**src/rtl/ex_mem_stage.sv**
```systemverilog
// EX/MEM pipeline stage with a blocking data-memory interface.
// Holds the instruction leaving EX while its load/store is outstanding,
// and freezes permanently once a halt instruction reaches MEM.

package cpu_types_pkg;
  localparam int WORD_W = 32;
  localparam int REG_W  = 5;
  localparam int WSRC_W = 2;
  typedef logic [WORD_W-1:0] word_t;
endpackage

module ex_mem_stage
  import cpu_types_pkg::*;
(
  input  logic              CLK,
  input  logic              RST,
  input  logic [WORD_W-1:0] pc_EX,
  input  logic [WORD_W-1:0] instr_EX,
  input  logic [WORD_W-1:0] alu_out_EX,
  input  logic [WORD_W-1:0] store_EX,
  input  logic [REG_W-1:0]  wsel_EX,
  input  logic              MemWr_EX,
  input  logic              MemRead_EX,
  input  logic              MemtoReg_EX,
  input  logic              RegWr_EX,
  input  logic              is_halt_EX,
  input  logic              datomic_EX,
  input  logic [WSRC_W-1:0] WriteSrc_EX,
  input  logic              stall_EX_MEM,
  input  logic              flush_EX_MEM,
  input  logic              dhit,
  input  logic [WORD_W-1:0] dload,
  output logic              dREN,
  output logic              dWEN,
  output logic              datomic,
  output logic [WORD_W-1:0] daddr,
  output logic [WORD_W-1:0] dstore,
  output logic [WORD_W-1:0] pc_MEM,
  output logic [WORD_W-1:0] instr_MEM,
  output logic [WORD_W-1:0] alu_out_MEM,
  output logic [WORD_W-1:0] dload_MEM,
  output logic [REG_W-1:0]  wsel_MEM,
  output logic              RegWr_MEM,
  output logic              MemtoReg_MEM,
  output logic              halt_MEM,
  output logic              mem_busy,
  output logic [WSRC_W-1:0] WriteSrc_MEM
);

  typedef enum logic [1:0] {IDLE, ACCESS, HALTED} state_t;

  state_t state, state_next;

  word_t store_q;
  logic  memrd_q;
  logic  memwr_q;
  logic  atomic_q;
  logic  advance;
  logic  access_done;
  logic  is_load;

  // A store wins when both request bits are set, so only a pure read is a load.
  assign is_load     = memrd_q && !memwr_q;
  assign access_done = (state == ACCESS) && dhit;
  assign mem_busy    = (state == ACCESS) && !dhit;
  // Flush may punch through a stall, but never through a pending access or a halt.
  assign advance     = !mem_busy && !halt_MEM && (!stall_EX_MEM || flush_EX_MEM);

  assign dREN    = (state == ACCESS) && is_load;
  assign dWEN    = (state == ACCESS) && memwr_q;
  assign datomic = (state == ACCESS) && atomic_q;
  assign daddr   = alu_out_MEM;
  assign dstore  = store_q;

  // State register.
  always_ff @(posedge CLK) begin
    if (RST) state <= IDLE;
    else     state <= state_next;
  end

  // Next state: follow the incoming entry on advance; a completed access that
  // cannot advance (stalled) drops back to IDLE so it is not reissued.
  always_comb begin
    state_next = state;
    if (advance) begin
      if (!flush_EX_MEM && (MemRead_EX || MemWr_EX)) state_next = ACCESS;
      else if (!flush_EX_MEM && is_halt_EX)          state_next = HALTED;
      else                                           state_next = IDLE;
    end else if (access_done) begin
      state_next = IDLE;
    end
  end

  // Stage register: capture, bubble or hold; load data tracks the entry leaving.
  always_ff @(posedge CLK) begin
    if (RST) begin
      pc_MEM       <= '0;
      instr_MEM    <= '0;
      alu_out_MEM  <= '0;
      store_q      <= '0;
      wsel_MEM     <= '0;
      memrd_q      <= 1'b0;
      memwr_q      <= 1'b0;
      atomic_q     <= 1'b0;
      MemtoReg_MEM <= 1'b0;
      RegWr_MEM    <= 1'b0;
      halt_MEM     <= 1'b0;
      WriteSrc_MEM <= '0;
      dload_MEM    <= '0;
    end else begin
      if (advance) begin
        if (flush_EX_MEM) begin
          pc_MEM       <= '0;
          instr_MEM    <= '0;
          alu_out_MEM  <= '0;
          store_q      <= '0;
          wsel_MEM     <= '0;
          memrd_q      <= 1'b0;
          memwr_q      <= 1'b0;
          atomic_q     <= 1'b0;
          MemtoReg_MEM <= 1'b0;
          RegWr_MEM    <= 1'b0;
          halt_MEM     <= 1'b0;
          WriteSrc_MEM <= '0;
        end else begin
          pc_MEM       <= pc_EX;
          instr_MEM    <= instr_EX;
          alu_out_MEM  <= alu_out_EX;
          store_q      <= store_EX;
          wsel_MEM     <= wsel_EX;
          memrd_q      <= MemRead_EX;
          memwr_q      <= MemWr_EX;
          atomic_q     <= datomic_EX;
          MemtoReg_MEM <= MemtoReg_EX;
          RegWr_MEM    <= RegWr_EX;
          halt_MEM     <= is_halt_EX;
          WriteSrc_MEM <= WriteSrc_EX;
        end
      end
      // A halted core must not keep retiring a register write.
      if (state == HALTED) RegWr_MEM <= 1'b0;
      if (access_done)              dload_MEM <= is_load ? dload : '0;
      else if (advance && !is_load) dload_MEM <= '0;
    end
  end

endmodule

```
**config.mk**
```make
export PLATFORM = sky130hd
export DESIGN_NAME = ex_mem_stage
export DESIGN_NICKNAME = d
export VERILOG_FILES = /design/src/rtl/ex_mem_stage.sv
export SDC_FILE = /design/constraint.sdc
export NUM_CORES = 1
export LEC_CHECK = 0
export CAP_MARGIN = 40
export CORE_AREA = 2 2 149 151
export CTS_BUF_LIST = sky130_fd_sc_hd__clkbuf_4 sky130_fd_sc_hd__clkbuf_8
export CTS_CLUSTER_DIAMETER = 120
export DETAILED_ROUTE_END_ITERATION = 8
export DIE_AREA = 0 0 151 153
export PLACE_DENSITY_LB_ADDON = 0.25
export SLEW_MARGIN = 5
export SYNTH_ARGS = -nofsm -noshare
export SYNTH_HDL_FRONTEND = slang
export SYNTH_SLANG_ARGS = --single-unit
```
**constraint.sdc**
```tcl
create_clock -name CLK -period 2.3 [get_ports CLK]
set_clock_uncertainty 0.1 [all_clocks]
set_input_delay 0.69 -clock CLK [delete_from_list [all_inputs] [get_ports CLK]]
set_output_delay 0.69 -clock CLK [all_outputs]
set_load 0.01 [all_outputs]
```
==> flow_metrics.env <==
export IMPL_cts_sinks=175
export IMPL_pre_cts_ws_ns=-0.621
export IMPL_utilization=0.588
export IMPL_fillers=1890
export IMPL_clkPwrFrac=0.334
export IMPL_ys_seq_elements=175
export IMPL_postSynthCellCount=868
export IMPL_yosys_warnings=0
export IMPL_post_cts_buffers=0
export IMPL_dp_hpwl_um=18000
export IMPL_synthTopCellsByArea="dfxtp_1 43%, mux2i_1 16%, nand3b_1 12%"
export IMPL_gp_congestion=0.784
export IMPL_synth_compound_area_share=0.0600
export IMPL_drt_iter0_drc=337
export IMPL_route_detailed_drc=0
export IMPL_rows=54
export IMPL_p_comb_frac=0.206
export IMPL_powerDensity_nw_per_um2=559
export IMPL_synth_top_family_by_area="simple AND/OR/NAND/NOR gates"
export IMPL_synthXorXnorAreaFrac=0
export IMPL_die_h_um=153
export IMPL_yosysSeqAreaShare=0.432
export IMPL_placeableCoreArea_um2=21500
export IMPL_max_slew_margin=0.580
export IMPL_fin_ws_ns=0.0674
export IMPL_cts_buffers=17
export IMPL_ff2ff_setup_slack_ns=0.26
export IMPL_fin_area_um2=12600
export IMPL_worstMarginPinSlew_ns=0.630
export IMPL_grt_busiest_layer="met2"
export IMPL_start_kind="flop"
export IMPL_finalMaxSlewViolations=0
export IMPL_max_cap_violations=0
export IMPL_muxShareOfSynthArea=0.162
export IMPL_yosys_area_share_simple=0.260
export IMPL_vias=7568
export IMPL_synth_adder_area_share=0
export IMPL_fp_dieW_um=151
export IMPL_antenna_found_initial=1
export IMPL_instances_no_fill=1484
export IMPL_syn_cell_area_um2=8110
export IMPL_use_met3=0.0630
export IMPL_worstPathMaxFanout=6
export IMPL_drive_gt1_frac=0.0815
export IMPL_grt_pass1_wl_um=39000
export IMPL_end_kind="primary output"
export IMPL_rsz0062_at_grt="no"
export IMPL_path_clk_slew_ns=0.09
export IMPL_track_usage=0.212
export IMPL_via_per_inst=5.10
export IMPL_htree_levels=4
export IMPL_initial_utilization=0.378
export IMPL_dieArea_um2=23100
export IMPL_cts_tree="built"
export IMPL_area_growth_pct=55.6
export IMPL_dpl_cell_area_um2=12200
export IMPL_wl_per_cell_um=16.9
export IMPL_use_met2=0.356
export IMPL_ioPinCount=384
export IMPL_nets=1368
export IMPL_clock_path_buffers=2
export IMPL_post_route_min_period_ns=2.23
export IMPL_netlist_area_leader_share=0.432
export IMPL_firstDrtPassIters=5
export IMPL_numPortBuffers=383
export IMPL_wirelength_um=25100
export IMPL_sw_frac_of_total=0.270
export IMPL_fin_crit_sh=0.971
export IMPL_power_switching_uw=1900
export IMPL_syn_area_per_cell_um2=9.35
export IMPL_numPlacedInstances=1451
export IMPL_arrival_ns=1.44
export IMPL_synthesis_nets=1046
export IMPL_ant_nets=0
export IMPL_hold_violations=0
export IMPL_gr_total_overflow=0
export IMPL_power_internal_uw=5150
export IMPL_crit_type="reg -> out"
export IMPL_setup_viol=0
export IMPL_status="completed"
export IMPL_yosysTopAreaCell="dfxtp_1"
export IMPL_min_path_type="reg -> reg"
export IMPL_clockRootBuffer="clkbuf_8"
export IMPL_ys_types=28
export IMPL_postCtsHoldBufs=0
export IMPL_met1_usage=0.257
export IMPL_p_leak_uw=0.00487
export IMPL_ir_drop_v=0.000380
export IMPL_grt_max_degree=135
export IMPL_first_global_vias=7182
export IMPL_max_freq_ghz=0.448
export IMPL_cp_data_required_time_ns=1.51
export IMPL_pwr_share_seq=0.460
export IMPL_insertion_delay_ns=0.44
==> cell families after synthesis <==
| family | count (synthesis) |
|---|---|
| mux | 131 |
| simple gates | 376 |
| compound gates | 56 |
| flops | 175 |
| buf+inv | 130 |
==> worst max-delay path: stages (launching register included) <==
cell and delay, ns:
dfxtp_1 0.35, buf_4 0.17, nor3b_1 0.19, clkdlybuf4s15_1 0.30
==> timing repair <==
| item | in CTS | in global routing |
|---|---|---|
| endpoints found under the hold margin | 0 | 0 |
| gates cloned | 0 | 0 |
| pin swaps | 0 | 1 |
| resized for setup | 15 | 5 |
| setup endpoints to repair | 4 | 81 |
==> power by group through the flow <==
stage | sequential (uW) | clock [uW] | combinational, uW
after global placement | 3310 | 0 | 1450
after detailed placement | 3310 | 0 | 1460
after floorplan | 3370 | 0 | 621
after CTS | 3250 | 2440 | 1470
final | 3250 | 2350 | 1460
after global routing | 3270 | 2550 | 1550
==> registers in the layout (all words and copies together) (netlist names) <==
register / cells
MemtoReg_MEM: 1
RegWr_MEM: 1
WriteSrc_MEM: 2
alu_out_MEM: 32
atomic_q: 1
dload_MEM: 32
dstore: 32
halt_MEM: 1
instr_MEM: 32
memrd_q: 1
memwr_q: 1
pc_MEM: 32
state: 2
wsel_MEM: 5
==> cell type report <==
class | count | area [um2] | area share
antenna | 1 | 2.50 | 0.000198
sequential | 175 | 3500 | 0.277
inverter | 4 | 25.0 | 0.00198
clock inverter | 13 | 176 | 0.0140
timing repair buffer | 429 | 4390 | 0.348
multi-input combinational | 563 | 3930 | 0.311
tap | 280 | 350 | 0.0277
clock buffer | 19 | 255 | 0.0202
==> synth_stat cells (all sizes together) <==
master and n:
nand3b 131, buf 53, inv 3, nand3 1, o2111ai 1, nand2 164
or3b 1, o311a 8, dfxtp 175, nand2b 1, nor3 2, a31o 9
mux2i 131, o311ai 32, clkinv 1, nand4 66, a221oi 1, nor2b 4
a21oi 2, and3b 1, nor2 2, o31ai 2, nor3b 3, clkbuf 73
o21ai 1
==> worst paths after layout <==
path | from | to | cells after the start
worst max-delay path | state[1] | dREN | 3
worst min-delay path | instr_MEM[25] | instr_MEM[25] | 2
worst max register to register | state[0] | alu_out_MEM[18] | 7
worst min register to register | instr_MEM[25] | instr_MEM[25] | 2
==> cells in the final DEF, fill, tap and decap left out, types with 2 or more instances in the layout <==
master	Yosys	final
clkdlybuf4s50_1	0	376
o311a_1	8	8
bufinv_16	0	3
buf_4	32	29
nand2_1	164	164
buf_12	0	17
inv_6	0	4
inv_1	2	2
nor2_1	2	2
dlymetal6s2s_1	0	2
nor3b_1	3	2
clkinv_4	0	4
buf_2	10	2
a31o_2	9	9
clkbuf_8	0	18
nand3b_1	131	131
nor2b_1	4	3
dfxtp_1	175	175
o31ai_1	2	2
a21oi_1	2	2
mux2i_1	131	131
inv_8	0	2
o311ai_1	32	32
nand4_1	66	66
==> per-layer routing <==
| layer | vias up | routed length (um) |
|---|---|---|
| met1 | 3569 | 10500 |
| met5 | - | 0 |
| met4 | 0 | 561 |
| met3 | 32 | 1900 |
| li1 | 3716 | - |
| met2 | 251 | 12100 |
==> through the flow <==
step / setup TNS, ns / hold slack, ns / total power (uW)
global route: 0 / 0.381 / 7370
global placement: -57.35 / 0.339 / 4760
floorplan: 0 / 0.330 / 3990
CTS: -0.188 / 0.360 / 7150
detailed placement: -60.23 / 0.346 / 4770
finish: 0 / 0.357 / 7050
Note: power is estimated with default switching activity, not from simulation.
